<file path="config.mk">
export PLATFORM = sky130hd
export DESIGN_NAME = mouse_cmd_scheduler
export DESIGN_NICKNAME = d
export VERILOG_FILES = /design/src/rtl/mouse_cmd_scheduler.sv
export SDC_FILE = /design/constraint.sdc
export NUM_CORES = 1
export LEC_CHECK = 0
export CAP_MARGIN = 5
export CELL_PAD_IN_SITES_DETAIL_PLACEMENT = 1
export CELL_PAD_IN_SITES_GLOBAL_PLACEMENT = 2
export CORE_MARGIN = 2
export CORE_UTILIZATION = 30
export DETAILED_ROUTE_END_ITERATION = 10
export PLACE_DENSITY_LB_ADDON = 0.1
export SLEW_MARGIN = 40
export SYNTH_ARGS = -nofsm -noshare
export SYNTH_HDL_FRONTEND = slang
export SYNTH_SLANG_ARGS = --single-unit
</file>
<file path="constraint.sdc">
create_clock -name CLK -period 2.3 [get_ports CLK]
set_clock_uncertainty 0.15 [all_clocks]
set_input_delay 0.23 -clock CLK [delete_from_list [all_inputs] [get_ports CLK]]
set_output_delay 0.23 -clock CLK [all_outputs]
set_load 0.005 [all_outputs]
</file>
<file path="src/rtl/mouse_cmd_scheduler.sv">
// mouse_cmd_scheduler: PS/2 mouse packet assembly and safe runtime command scheduling between packets
module mouse_cmd_scheduler #(
  parameter int         ACK_TIMEOUT = 2000000,
  parameter logic [7:0] ACK_BYTE    = 8'hFA,
  parameter logic [7:0] CMD_DISABLE = 8'hF5,
  parameter logic [7:0] CMD_ENABLE  = 8'hF4
) (
  input  logic       CLK,
  input  logic       RESET,
  input  logic       STREAM_EN,
  output logic       OWN,
  input  logic       CFG_REQ,
  input  logic [7:0] CFG_CMD,
  input  logic       CFG_HAS_ARG,
  input  logic [7:0] CFG_ARG,
  output logic       CFG_BUSY,
  output logic       CFG_DONE,
  output logic       CFG_ERR,
  output logic       SEND_BYTE,
  output logic [7:0] BYTE_TO_SEND,
  input  logic       BYTE_SENT,
  output logic       READ_ENABLE,
  input  logic [7:0] BYTE_READ,
  input  logic [1:0] BYTE_ERROR_CODE,
  input  logic       BYTE_READY,
  output logic [7:0] PKT_STATUS,
  output logic [7:0] PKT_DX,
  output logic [7:0] PKT_DY,
  output logic       PKT_VALID
);
  localparam int CW = $clog2(ACK_TIMEOUT + 1);
  typedef enum logic [2:0] {IDLE, STREAM, TX, TXW, ACKW} state_t;
  typedef enum logic [1:0] {DIS, CMD, ARG, EN} stage_t;
  state_t state_q, state_d;
  stage_t stage_q, stage_d;
  logic [1:0] idx_q, idx_d, disc_q, disc_d;
  logic [CW-1:0] cnt_q, cnt_d;
  logic err_q, err_d, has_arg_q, has_arg_d;
  logic [7:0] cmd_q, cmd_d, arg_q, arg_d, stat_q, stat_d, dx_q, dx_d;
  logic [7:0] pkt_status_q, pkt_status_d, pkt_dx_q, pkt_dx_d, pkt_dy_q, pkt_dy_d;
  logic pkt_valid_q, pkt_valid_d, done_q, done_d, cerr_q, cerr_d;
  logic busy, good, ack;
  assign busy = state_q inside {TX, TXW, ACKW};
  assign good = BYTE_READY && BYTE_ERROR_CODE == 2'd0;
  assign ack = good && BYTE_READ == ACK_BYTE;
  assign OWN = state_q != IDLE;
  assign READ_ENABLE = state_q == STREAM || state_q == ACKW;
  assign SEND_BYTE = state_q == TX;
  assign BYTE_TO_SEND = state_q != TX ? 8'h00 :
                        stage_q == DIS ? CMD_DISABLE :
                        stage_q == CMD ? cmd_q :
                        stage_q == ARG ? arg_q : CMD_ENABLE;
  assign CFG_BUSY = busy;
  assign CFG_DONE = done_q;
  assign CFG_ERR = cerr_q;
  assign PKT_STATUS = pkt_status_q;
  assign PKT_DX = pkt_dx_q;
  assign PKT_DY = pkt_dy_q;
  assign PKT_VALID = pkt_valid_q;
  always_ff @(posedge CLK) begin
    if (RESET) begin
      state_q <= IDLE;
      stage_q <= DIS;
      idx_q <= '0;
      disc_q <= '0;
      cnt_q <= '0;
      err_q <= 1'b0;
      has_arg_q <= 1'b0;
      cmd_q <= '0;
      arg_q <= '0;
      stat_q <= '0;
      dx_q <= '0;
      pkt_status_q <= '0;
      pkt_dx_q <= '0;
      pkt_dy_q <= '0;
      pkt_valid_q <= 1'b0;
      done_q <= 1'b0;
      cerr_q <= 1'b0;
    end else begin
      state_q <= state_d;
      stage_q <= stage_d;
      idx_q <= idx_d;
      disc_q <= disc_d;
      cnt_q <= cnt_d;
      err_q <= err_d;
      has_arg_q <= has_arg_d;
      cmd_q <= cmd_d;
      arg_q <= arg_d;
      stat_q <= stat_d;
      dx_q <= dx_d;
      pkt_status_q <= pkt_status_d;
      pkt_dx_q <= pkt_dx_d;
      pkt_dy_q <= pkt_dy_d;
      pkt_valid_q <= pkt_valid_d;
      done_q <= done_d;
      cerr_q <= cerr_d;
    end
  end
  always_comb begin
    state_d = state_q;
    stage_d = stage_q;
    idx_d = idx_q;
    disc_d = disc_q;
    cnt_d = cnt_q;
    err_d = err_q;
    has_arg_d = has_arg_q;
    cmd_d = cmd_q;
    arg_d = arg_q;
    stat_d = stat_q;
    dx_d = dx_q;
    pkt_status_d = pkt_status_q;
    pkt_dx_d = pkt_dx_q;
    pkt_dy_d = pkt_dy_q;
    pkt_valid_d = 1'b0;
    done_d = 1'b0;
    cerr_d = 1'b0;
    if (!STREAM_EN) begin
      state_d = IDLE;
      idx_d = '0;
      cerr_d = busy;
    end else begin
      case (state_q)
        IDLE: begin
          state_d = STREAM;
          idx_d = '0;
        end
        STREAM: begin
          if (BYTE_READY) begin
            if (!good) idx_d = '0;
            else if (idx_q == 2'd0) begin
              stat_d = BYTE_READ;
              idx_d = BYTE_READ[3] ? 2'd1 : 2'd0;
            end else if (idx_q == 2'd1) begin
              dx_d = BYTE_READ;
              idx_d = 2'd2;
            end else begin
              pkt_status_d = stat_q;
              pkt_dx_d = dx_q;
              pkt_dy_d = BYTE_READ;
              pkt_valid_d = 1'b1;
              idx_d = '0;
            end
          end else if (idx_q == 2'd0 && CFG_REQ) begin
            cmd_d = CFG_CMD;
            arg_d = CFG_ARG;
            has_arg_d = CFG_HAS_ARG;
            stage_d = DIS;
            err_d = 1'b0;
            state_d = TX;
          end
        end
        TX: state_d = TXW;
        TXW: begin
          if (BYTE_SENT) begin
            cnt_d = '0;
            disc_d = '0;
            state_d = ACKW;
          end
        end
        ACKW: begin
          cnt_d = cnt_q + 1'b1;
          if (ack) begin
            state_d = stage_q == EN ? STREAM : TX;
            stage_d = stage_q == DIS ? CMD :
                      stage_q == CMD ? (has_arg_q ? ARG : EN) : EN;
            if (stage_q == EN) begin
              idx_d = '0;
              done_d = !err_q;
              cerr_d = err_q;
              err_d = 1'b0;
            end
          end else if (stage_q == DIS && good && disc_q != 2'd3) begin
            disc_d = disc_q + 1'b1;
          end else if (BYTE_READY || cnt_q == CW'(ACK_TIMEOUT)) begin
            state_d = stage_q == EN ? STREAM : TX;
            stage_d = EN;
            idx_d = '0;
            cerr_d = stage_q == EN;
            err_d = stage_q != EN;
          end
        end
        default: state_d = IDLE;
      endcase
    end
  end
endmodule

</file>
==> Word-level counts from Yosys, hierarchy flattened <==
Index checks and enable logic that the tools add are counted.
{ "word_totals": {"register_bits": 91, "inputBits": 33, "output_inout_bits": 39, "wordCells": 131} }
{ "op_classes": {"n_addsub": 2, "n_eq_ne": 22, "mux": 51, "bitwise": 9, "n_reduce_logical": 30} }
{ "op_table": {"columns": ["operator", "count"], "rows": [
  ["$pmux W21 S2", 1],
  ["$mux W2", 18],
  ["$mux W8", 4],
  ["$add A21 B1 Y21 const B", 1],
  ["$eq A21 B21 Y1 const B", 1],
  ["$mux W21", 1],
  ["$reduce_and A5 Y1", 4],
  ["$mux W3", 6],
  ["$reduce_and A6 Y1", 3],
  ["$mux W1", 16],
  ["$pmux W3 S5", 1],
  ["$ne A2 B2 Y1 const B", 6],
  ["$ne A3 B2 Y1 const B", 3],
  ["$not A1 Y1", 9],
  ["$reduce_bool A3 Y1", 3],
  ["$eq A8 B8 Y1 const B", 1],
  ["$pmux W2 S2", 2],
  ["$reduce_and A7 Y1", 1],
  ["$eq A3 B2 Y1 const B", 2],
  ["$logic_not A2 Y1", 3],
  ["$pmux W2 S3", 1],
  ["$reduce_or A6 Y1", 1],
  ["$logic_and A1 B1 Y1", 5],
  ["$reduce_or A5 Y1", 1],
  ["15 further kinds", 20]
]} }

==> Logic depth before layout (Yosys ltp) <==
{ "logic_depth": {"ltp_word": 8, "ltp_mapped": 8, "mapped_depth_nobuf": 7} }

==> Least setup slack after synthesis <==
OpenSTA, ideal clock, no wires.
{ "synth_timing": {"path_type": "register to register", "startpoint": "register cnt_q[0]", "endpoint": "register err_q", "setup_ps": 103, "arrival_ps": 1606, "required_ps": 2047, "path_slack_ps": 441, "path_stages_with_launch": 8, "n_path_buf": 0, "period_less_slack_ps": 1859, "path_cell_list": "dfxtp_1 inv_1 ha_1 nor4bb_1 nand3_1 o31ai_2 nor3_1 a2111oi_2"} }
{ "synth_between": {"elab_chain_cells": 4} }
{ "synth_lines": {"columns": ["item", "line_no", "text"], "rows": [
  ["start: declaration", "37", "logic [CW-1:0] cnt_q, cnt_d;"],
  ["start signal: assignment", "84", "cnt_q <= cnt_d;"],
  ["$eq A21 B21 Y1", "174", "end else if (BYTE_READY || cnt_q == CW'(ACK_TIMEOUT)) begin"],
  ["$logic_or A1 B1 Y1", "174", null],
  ["$ne A3 B2 Y1 (no source line)", null, null],
  ["$reduce_and A7 Y1 (no source line)", null, null],
  ["end signal: assignment", "85", "err_q <= err_d;"],
  ["end: declaration", "38", "logic err_q, err_d, has_arg_q, has_arg_d;"]
]} }
No other way between the ends.
A chain may end at the register's enable or synchronous reset.

==> Final worst setup path <==
{ "layout_timing": {"startpoint": "register state_q[1]", "endpoint": "output CFG_BUSY"} }
{ "layout_between": {"elab_chain_cells": 2, "word_cells_on_any_way": 4, "classes_between": "eq/ne (3); reduce/logical (1)"} }
{ "layout_lines": {"columns": ["item", "line_no", "text"], "rows": [
  ["start: declaration", "34", "state_t state_q, state_d;"],
  ["start signal: assignment", "80", "state_q <= state_d;"],
  ["$eq A3 B2 Y1 / $eq A3 B3 Y1 (equally long branches)", "43", "assign busy = state_q inside {TX, TXW, ACKW};"],
  ["$reduce_bool A3 Y1 (*)", "43", null],
  ["end: declaration", "16", "output logic CFG_BUSY,"]
]} }
Mark *: on every way between the ends. The rest lies on a longest branch, timed or not.

==> run_results.csv <==
group,metric,value,unit
worst_hold_path,hp-class,"input port to flop",
placed_design,dp_hpwl,8380,um
drt,drt-initial-drc-count,205,
clocking,tritoncts,"done",
global_route,grt_pass1_wl,19800,um
worst_setup_path,setup.worst_path.class,"flop to output pin",
drt,via_per_inst,4.96,
final_layout,seq_area,1820,um2
final_layout,n_fill_cell,1519,
final_layout,diodes,0,
worst_setup_path,slowest_delay,0.52,ns
worst_setup_path,cp_slowest_cell,"clkdlybuf4s50_1",
drt,routed_wl,11800,um
worst_setup_path,reg2reg_slack,0.17,ns
worst_setup_path,crit_family,"simple AND/OR/NAND/NOR gates",
final_layout,stdcell_count,757,
power_and_ir_drop,leakagePower,1.92,nW
logic_synthesis,synthArstFlopShare,0,%
logic_synthesis,yosys.area.top_type_share,45.7,%
drt,drc,0,
power_and_ir_drop,ir_worst_vdd,0.373,mV
global_route,grt.total_usage,17.3,%
placed_design,gp_congestion,0.818,
sta,fin_ws,0.0614,ns
global_route,antenna_found_initial,0,
placed_design,port_buffers,71,
logic_synthesis,yosysTopAreaCell,"dfxtp_1",
floorplan,fp.dieH,119,um
worst_hold_path,hold_end,"err_q$_SDFFE_PP0P_",
logic_synthesis,yosys_warnings,0,
final_layout,multi_input_area,2040,um2
placed_design,preCtsSetupSlack,0.00886,ns
clocking,path_clk_slew,0.07,ns
worst_setup_path,path_max_fanout,9,
floorplan,core_area,13100,um2
logic_synthesis,synthFlopType,"dfxtp_1",
final_layout,final_common_cell,"nand2_1",
final_layout,mostFrequentLayoutCells,"nand2_1, dfxtp_1, clkdlybuf4s50_1, a21oi_1, nor2_1",
drt,drtAntennaViolNets,0,
worst_setup_path,path_cells,"or3b_4, nand2_1, clkdlybuf4s50_1",
outcome,status,"finished, final reports clean",
sta,setup_viol,0,
worst_setup_path,timing.rr.end,"stage_q[0]$_SDFFE_PP0P_",
logic_synthesis,synth_edf_count,0,
floorplan,row_count,42,
sta,period_share,97.3,%
worst_setup_path,start_kind,"flop",
logic_synthesis,syn-instance-count,487,
placed_design,placedCellCount,739,
logic_synthesis,ys_seq_elements,91,
logic_synthesis,synth_area,3980,um2
clocking,cts_buffer_depth,2,
clocking,clock_sinks,91,
worst_setup_path,required,1.92,ns
sta,maxSlewHeadroom,70.0,%
worst_setup_path,cp_num_buf_inv,1,
flow_run,cap_violations,0,
power_and_ir_drop,total_power,3.43,mW
clocking,clock_latency,0.34,ns
worst_setup_path,r2r_start,"cnt_q[0]$_SDFFE_PP0P_",
sta,min_period,2.24,ns
final_layout,utilization,41.4,%
clocking,ctsHoldBuffers,0,
drt,via_count,3753,
worst_setup_path,rr_worst_depth,8,
logic_synthesis,avgSynthCellArea,8.18,um2
drt,first_pass_iters,4,
global_route,grt_max_degree,46,
worst_setup_path,arrival,1.86,ns
power_and_ir_drop,p_per_area,633,nW/um2
logic_synthesis,yosysSeqAreaShare,45.7,%
worst_hold_path,min_from,"RESET",
logic_synthesis,synth_area_leaders,"dfxtp_1, nand2_1, a21oi_1",
floorplan,initial_core_util,30.4,%
floorplan,ioPinCount,72,
worst_setup_path,critPathCaptureType,"output pin",
final_layout,final_nets,612,
clocking,cts_buffers,9,
floorplan,die_area,14200,um2
sta,slew_violations,0,
global_route,grt_pass1_vias,3848,
global_route,overflow,0,
drt,routedWlPerCell,15.5,um
sta,final.setup.tns,0,ns
final_layout,syn2layout_area_growth,36.0,%
sta,max_freq,447,MHz
sta,finalHoldViolCount,0,
worst_hold_path,hold_path_depth,2,
floorplan,die_w,119,um
final_layout,drive_gt1_share,11.9,%
clocking,cts-root-buf,"clkbuf_16",
logic_synthesis,synth_fp_nets,523,
sta,worst_pin_slew,0.451,ns
logic_synthesis,ys_types,55,
clocking,htreeDepth,3,
worst max-delay path by stage:
| stage | startpoint | end | slack [ns] | depth (start not counted) |
|---|---|---|---|---|
| after floorplan | cnt_q[0]$_SDFFE_PP0P_ | err_q$_SDFFE_PP0P_ | 0.44 | 7 |
| after global placement | BYTE_READY | dx_q[0]$_SDFFE_PP0P_ | 0.06 | 6 |
| after detailed placement | BYTE_READY | dx_q[5]$_SDFFE_PP0P_ | 0.009 | 6 |
| after CTS | stage_q[0]$_SDFFE_PP0P_ | BYTE_TO_SEND[7] | 0.02 | 5 |
| after global routing | cnt_q[0]$_SDFFE_PP0P_ | stage_q[0]$_SDFFE_PP0P_ | -0.002 | 8 |
| final | state_q[1]$_SDFFE_PP0P_ | CFG_BUSY | 0.06 | 3 |
routing by layer:
metal	global-route usage, %	part of all wire [%]
met1	23.0	47
met2	28.2	48
met3	2.83	3.2
met4	6.70	1.6
met5	0	0
worst reg2reg max path, cell delays in order, from the launching register on:
cell      delay (ns)
dfxtp_1         0.36
inv_1           0.11
ha_1            0.16
nor4bb_2        0.27
nand3_1         0.17
o31ai_2         0.25
buf_4           0.17
o21ai_0         0.09
a221oi_1        0.30
layout make-up:
type,instances,share of cell area (%)
clock buffers,10,4.23
clock inverters,6,1.78
inverters,9,0.624
multi-input cells,364,37.7
flip-flops and latches,91,33.7
well taps,176,4.07
repair buffers,101,17.9
registers in the layout, indices dropped and copies added (netlist names):
name        count
arg_q           8
err_q           1
state_q         3
stat_q          8
cmd_q           8
PKT_VALID       1
stage_q         2
CFG_ERR         1
has_arg_q       1
CFG_DONE        1
dx_q            8
disc_q          2
idx_q           2
PKT_STATUS      8
cnt_q          21
PKT_DY          8
PKT_DX          8
Yosys cell counts (2+ instances only):
library cell / number
and3_1: 7
nor4b_1: 2
o22ai_1: 6
nand2_1: 113
clkbuf_1: 11
nor2_1: 49
nor4bb_1: 2
ha_1: 3
a21oi_1: 65
and4_1: 2
xnor2_1: 2
xor2_1: 15
dfxtp_1: 91
inv_1: 9
buf_4: 2
buf_2: 10
mux2i_1: 9
nor3_1: 5
nand4_1: 10
o21ai_0: 9
a311oi_1: 2
nand3_1: 16
a22oi_1: 2
and4b_1: 2
or3_1: 6
nand2b_1: 6
a31oi_1: 2
or3b_1: 2
cell families after synthesis:
kind of cell             synth area share [%]
AO/OA/AOI/OAI                            15.4
buffers and inverters                    3.83
flip-flops                               45.7
XOR/XNOR                                 3.74
AND/OR/NAND/NOR                          28.1
adder cells (fa/ha/maj)                 0.943
multiplexers                             2.26
per-stage QoR:
stage | hold WS, ns | instance area [um2]
after floorplan | 0.216 | 3980
after global placement | 0.288 | 5040
after detailed placement | 0.300 | 5040
after CTS | 0.0179 | 5380
after global routing | 0.0263 | 5420
final | 0.0271 | 5420
report_power, final:
group,total (mW),internal [mW],switching [mW]
logic,0.205,0.106,0.0991
clock network,1.63,0.967,0.665
registers,1.59,1.58,0.00821
total,3.43,2.66,0.773
repair_timing:
action                                  in CTS  in global routing
gates resized for setup                      3                  8
buffers inserted                             0                  1
endpoints found under the setup margin      10                  9
cloned                                       0                  1
pin swaps                                    0                  1
(Power assumes the default switching activity.)
